$ cat config.mk
export PLATFORM = sky130hd
export DESIGN_NAME = ram_arbiter
export DESIGN_NICKNAME = d
export VERILOG_FILES = /design/src/rtl/ram_arbiter_pkg.sv /design/src/rtl/ram_arb_starve_ctr.sv /design/src/rtl/ram_arbiter.sv
export SDC_FILE = /design/constraint.sdc
export NUM_CORES = 1
export LEC_CHECK = 0
export BUFFER_PORTS_ARGS = -buffer_cell sky130_fd_sc_hd__buf_2
export CAP_MARGIN = 20
export CELL_PAD_IN_SITES_DETAIL_PLACEMENT = 1
export CELL_PAD_IN_SITES_GLOBAL_PLACEMENT = 1
export CORE_ASPECT_RATIO = 0.7
export CORE_MARGIN = 1.5
export CORE_UTILIZATION = 28
export DETAILED_ROUTE_END_ITERATION = 10
export PLACE_DENSITY_LB_ADDON = 0.1
export SYNTH_ARGS = -nofsm -noshare
export SYNTH_HDL_FRONTEND = slang
export SYNTH_SLANG_ARGS = --single-unit
export TNS_END_PERCENT = 30
$ cat constraint.sdc
create_clock -name clk -period 2.6 [get_ports clk]
set_input_delay 0.39 -clock clk [delete_from_list [all_inputs] [get_ports clk]]
set_output_delay 0.39 -clock clk [all_outputs]
set_load 0.005 [all_outputs]
$ cat src/rtl/ram_arbiter_pkg.sv
// Shared types, bus-width macros and the grant-selection helper for ram_arbiter.
// The bus macros mirror buceros_header.v; each is guarded so the shared header may be included first.
`ifndef MemAddrBus
`define MemAddrBus 31:0
`endif
`ifndef WordBus
`define WordBus 31:0
`endif
`ifndef ZERO_WORD
`define ZERO_WORD 32'h0000_0000
`endif
`ifndef RamSelBus
`define RamSelBus 3:0
`endif
`ifndef ARB_STARVE_LIMIT_DEF
`define ARB_STARVE_LIMIT_DEF 4
`endif

package ram_arbiter_pkg;

    typedef enum logic [1:0] {
        GNT_NONE = 2'd0,
        GNT_IF   = 2'd1,
        GNT_LS   = 2'd2
    } gnt_sel_e;

    typedef struct packed {
        logic [`MemAddrBus] addr;
        logic               we;
        logic [`WordBus]    wdata;
        logic [`RamSelBus]  sel;
    } ls_req_t;

    // LS wins unless IF has been starved; a forced IF slot falls back to LS when IF is idle.
    function automatic gnt_sel_e arb_pick(input logic ls_req, input logic if_req,
                                          input logic force_if);
        gnt_sel_e sel;
        sel = GNT_NONE;
        if (ls_req && !force_if) sel = GNT_LS;
        else if (if_req)         sel = GNT_IF;
        else if (ls_req)         sel = GNT_LS;
        return sel;
    endfunction

endpackage

$ cat src/rtl/ram_arb_starve_ctr.sv
// Saturating starvation counter: counts IF-denied cycles, reports when the limit is reached.
import ram_arbiter_pkg::*;

module ram_arb_starve_ctr #(
    parameter int LIMIT = `ARB_STARVE_LIMIT_DEF,
    parameter int W     = 3
) (
    input  logic clk,
    input  logic rst,
    input  logic i_inc,
    input  logic i_clr,
    output logic o_sat
);

    logic [W-1:0] r_cnt;

    always_ff @(posedge clk) begin
        if (rst || i_clr) begin
            r_cnt <= '0;
        end else if (i_inc && (r_cnt < W'(LIMIT))) begin
            r_cnt <= r_cnt + 1'b1;
        end
    end

    assign o_sat = (r_cnt >= W'(LIMIT));

endmodule

$ cat src/rtl/ram_arbiter.sv
// Single-port data RAM arbiter between instruction fetch and load/store, 1-cycle registered response.
// Optional RAM_ARB_STATS_EN adds conflict and forced-IF event counters.
import ram_arbiter_pkg::*;

module ram_arbiter #(
    parameter int STARVE_LIMIT = `ARB_STARVE_LIMIT_DEF,
    parameter int STARVE_CNT_W = 3
) (
    input  logic               clk,
    input  logic               rst,
    input  logic               if_req_i,
    input  logic [`MemAddrBus] if_addr_i,
    output logic               if_gnt_o,
    output logic               if_rvalid_o,
    output logic [`WordBus]    if_rdata_o,
    input  logic               ls_req_i,
    input  logic [`MemAddrBus] ls_addr_i,
    input  logic               ls_we_i,
    input  logic [`WordBus]    ls_wdata_i,
    input  logic [`RamSelBus]  ls_sel_i,
    output logic               ls_gnt_o,
    output logic               ls_rvalid_o,
    output logic [`WordBus]    ls_rdata_o,
    output logic [`MemAddrBus] ram_addr_o,
    output logic               ram_w_en_o,
    output logic [`WordBus]    ram_w_data_o,
    output logic [`RamSelBus]  ram_w_sel_o,
    input  logic [`WordBus]    ram_r_data_i
`ifdef RAM_ARB_STATS_EN
    ,
    output logic [31:0]        conflict_cnt_o,
    output logic [31:0]        starve_hit_cnt_o
`endif
);

    ls_req_t         w_ls;
    gnt_sel_e        w_sel;
    logic            w_force_if;
    logic            w_starve_inc;
    logic            r_if_rvalid;
    logic            r_ls_rvalid;
    logic [`WordBus] r_if_rdata;
    logic [`WordBus] r_ls_rdata;

    assign w_ls = '{addr: ls_addr_i, we: ls_we_i, wdata: ls_wdata_i, sel: ls_sel_i};

    always_comb begin
        w_sel        = rst ? GNT_NONE : arb_pick(ls_req_i, if_req_i, w_force_if);
        if_gnt_o     = (w_sel == GNT_IF);
        ls_gnt_o     = (w_sel == GNT_LS);
        ram_addr_o   = '0;
        ram_w_sel_o  = '0;
        ram_w_data_o = w_ls.wdata;
        ram_w_en_o   = ls_gnt_o & w_ls.we;
        case (w_sel)
            GNT_IF: begin
                ram_addr_o  = if_addr_i;
                ram_w_sel_o = w_ls.sel;
            end
            GNT_LS: begin
                ram_addr_o  = w_ls.addr;
                ram_w_sel_o = w_ls.sel;
            end
            default: ;
        endcase
    end

    // Any cycle IF is not waiting (granted or idle) resets its starvation history.
    assign w_starve_inc = if_req_i & ~if_gnt_o;

    ram_arb_starve_ctr #(
        .LIMIT (STARVE_LIMIT),
        .W     (STARVE_CNT_W)
    ) u_starve (
        .clk   (clk),
        .rst   (rst),
        .i_inc (w_starve_inc),
        .i_clr (~w_starve_inc),
        .o_sat (w_force_if)
    );

    // Read data is sampled at the grant edge, so a write returns pre-write contents internally
    // but reports zero to LS.
    always_ff @(posedge clk) begin
        if (rst) begin
            r_if_rvalid <= 1'b0;
            r_ls_rvalid <= 1'b0;
            r_if_rdata  <= `ZERO_WORD;
            r_ls_rdata  <= `ZERO_WORD;
        end else begin
            r_if_rvalid <= if_gnt_o;
            r_ls_rvalid <= ls_gnt_o;
            if (if_gnt_o) r_if_rdata <= ram_r_data_i;
            if (ls_gnt_o) r_ls_rdata <= w_ls.we ? `ZERO_WORD : ram_r_data_i;
        end
    end

    assign if_rvalid_o = r_if_rvalid;
    assign ls_rvalid_o = r_ls_rvalid;
    assign if_rdata_o  = r_if_rdata;
    assign ls_rdata_o  = r_ls_rdata;

`ifdef RAM_ARB_STATS_EN
    logic [31:0] r_conflict_cnt;
    logic [31:0] r_starve_hit_cnt;

    always_ff @(posedge clk) begin
        if (rst) begin
            r_conflict_cnt   <= '0;
            r_starve_hit_cnt <= '0;
        end else begin
            if (if_req_i && ls_req_i)
                r_conflict_cnt <= r_conflict_cnt + 32'd1;
            if (w_force_if && if_gnt_o && ls_req_i)
                r_starve_hit_cnt <= r_starve_hit_cnt + 32'd1;
        end
    end

    assign conflict_cnt_o   = r_conflict_cnt;
    assign starve_hit_cnt_o = r_starve_hit_cnt;
`endif

endmodule

==> impl_metrics.csv <==
group,metric,value,unit
run_status,status,"complete, no violations",
setup_path,critPathArrivalTime,2.06,ns
yosys,synth-async-reset-ratio,0,
sta,min_period,2.45,ns
yosys,ys_ff_latch,69,
sta,hold_slack,0.317,ns
finish,drive_gt1_frac,0.460,
finish,fin_cells,772,
yosys,synth_top_cell_by_area,"dfxtp_1",
floorplan,start_util,0.289,
global_routing,grt_max_degree,47,
yosys,synth_flop_cell,"dfxtp_1",
sta,slew_headroom,0.629,
power,vdd_ir_drop_max,0.365,mV
sta,rsz0062_at_grt,"no",
floorplan,die_x,143,um
power,p_total,2.82,mW
clocking,clock_latency,0.32,ns
global_routing,grt_pass1_wl,18600,um
clocking,cts_resized,0,
setup_path,crit_path_cell_trace,"and2_2, or2_1, ha_4, nand2b_2, buf_12, o32ai_2, buf_2",
sta,hold_viol_final,0,
setup_path,crit_required,2.21,ns
sta,fin_crit_sh,0.944,
power,combinationalPowerShare,0.140,
detailed_routing,wl_met1,5170,um
setup_path,worst-setup-path-type,"reg -> out",
clocking,cts.path.max_buffers,2,
global_routing,grt-ovfl-total,0,
sta,tightestPinTransition,0.557,ns
yosys,yosysTopAreaCellShare,0.359,
detailed_routing,met3_length,833,um
floorplan,fp.dieH,101,um
yosys,synth_cell_types,23,
detailed_routing,num_vias,3467,
clocking,cts.sinks,69,
setup_path,cpPeakStageDelay,0.34,ns
power,leakage,2.40,nW
sta,finalSetupTns,0,ns
detailed_routing,ant_nets,0,
yosys,synth_area_leaders,"dfxtp_1, o32ai_2, nand2b_1",
detailed_routing,drc,0,
detailed_routing,wl_met2,5780,um
power,power.share.switching,0.236,
sta,clock.fmax,0.407,GHz
clocking,post_cts_buffers,0,
clocking,postCtsHoldBufs,0,
floorplan,io-pin-count,274,
power,power_density,548,mW/mm2
detailed_routing,wl_per_cell,15.4,um
power,p_seq_frac,0.392,
finish,regArea,0.00138,mm2
yosys,synth-edff-count,0,
run,drv_cap,0,
detailed_routing,drt_iter0_drc,101,
clocking,cts.root.buffer_cell,"clkbuf_16",
placed_design,placed_area,0.00480,mm2
clocking,htree_levels,3,
global_routing,grt_usage,0.165,
finish,nFillCells,1597,
yosys,synth.most_common_cell,"dfxtp_1",
yosys,syn_area,0.00385,mm2
yosys,ys.warnings.count,0,
yosys,synthCells,419,
clocking,cts_buffers,9,
detailed_routing,drt_wl_total,11900,um
hold_path,min_path_type,"in -> reg",
floorplan,core_area,0.0133,mm2
floorplan,rows,35,
finish,final_nets,722,
clocking,path_clk_slew,0.06,ns
detailed_routing,top_layer_used,"met4",
finish,n_antenna_cell,0,
setup_path,critPathMaxFanout,31,
floorplan,die_area,0.0145,mm2
setup_path,worstSetupStartpointType,"register",
sta,finalClockSkew,0.00486,ns
detailed_routing,viasPerCell,4.49,
clocking,cts_tree,"built",
power,clockPowerShare,0.468,
setup_path,slowest_stage,"dfxtp_2",
finish,multi_input_area,0.00192,mm2
placed_design,portBuffers,209,
detailed_routing,drt_first_pass_iters,4,
finish,areaGrowthSynthToFinish,33.5,%
placed_design,placed_cells,756,
sta,finalSetupViolCount,0,
finish,final_area,0.00514,mm2
yosys,synth_common_cells,"dfxtp_1, nand2b_1, nor2_1, buf_4",
yosys,yosysSeqAreaShare,0.359,
placed_design,hpwl,8850,um
global_routing,antenna_found_initial,0,
yosys,syn_nets,559,
power,intPower,2.15,mW
setup_path,worst_setup_path_end_kind,"output port",
yosys,synth.avg_cell_area,9.19,um2
power,p_switching,0.666,mW
placed_design,gp_congestion,0.738,
global_routing,first_global_vias,3596,
sta,drv_slew,0,
## state kept, by name, indices dropped and copies added (netlist names)
register and count:
if_rdata_o 32, if_rvalid_o 1, ls_rvalid_o 1, ls_rdata_o 32, u_starve.r_cnt 3
## per-stage QoR
| stage | utilization | setup slack (ns) |
|---|---|---|
| floorplan | - | 0.133 |
| detailed placement | 0.360 | 0.254 |
| global route | 0.386 | 0.0304 |
| global placement | 0.360 | 0.305 |
| CTS | 0.385 | 0.00729 |
| finish | 0.386 | 0.146 |
## power groups by stage
stage | registers (mW) | logic (mW) | clock network [mW]
2_1_floorplan | 1.13 | 0.250 | 0
3_3_place_gp | 1.13 | 0.389 | 0
3_5_place_dp | 1.13 | 0.397 | 0
4_1_cts | 1.11 | 0.399 | 1.36
5_1_grt | 1.11 | 0.438 | 1.41
6_report | 1.10 | 0.395 | 1.32
## layout by cell type (no fill, tap or decap), types with 2 or more instances in the layout
cell	instances
buf_2	209
dfxtp_1	68
nand2b_1	64
nor2_1	40
nand3b_1	33
mux2i_1	33
a21oi_1	32
inv_1	31
o32ai_2	27
clkbuf_16	9
buf_4	9
nor2b_1	5
o32ai_1	4
bufinv_16	2
clkinv_2	2
buf_12	2
## critical path, delay by kind of cell, from the launching register on
kind / cells / cell delay [ns]
and+or+nand+nor: 3 / 0.62
DFF: 1 / 0.34
adders and majority gates: 1 / 0.26
buffers and inverters: 2 / 0.34
AOI/OAI and AO/OA: 1 / 0.15
## kinds of logic after synthesis
group / synth area share
adders and majority gates: 0.00974
xor gates and xnor gates: 0.00227
buffers and inverters: 0.149
muxes: 0.0857
DFF: 0.359
AOI/OAI and AO/OA: 0.165
and+or+nand+nor: 0.230
## worst paths after layout
check                                       start                 to  slack (ns)  cells past startpoint
worst max register to register  u_starve.r_cnt[2]  u_starve.r_cnt[2]        0.75                      6
worst max-delay path            u_starve.r_cnt[2]      ram_addr_o[9]        0.15                      7
worst min-delay path             ram_r_data_i[21]     if_rdata_o[21]        0.32                      3
worst min register to register      ls_rdata_o[4]      ls_rdata_o[4]        0.46                      2
## area by class of cell
cell class	count	share of cell area
Multi-Input combinational cell	250	0.374
Sequential cell	69	0.269
Timing Repair Buffer	221	0.226
Clock buffer	10	0.0465
Tap cell	185	0.0450
Inverter	31	0.0226
Clock inverter	6	0.0168
## layer usage
layer,track usage,vias to the layer above
li1,-,1694
met1,0.200,1647
met2,0.281,105
met3,0.0553,21
met4,0.0436,0
met5,0,-
No activity file was read; power rests on OpenSTA's default activity.
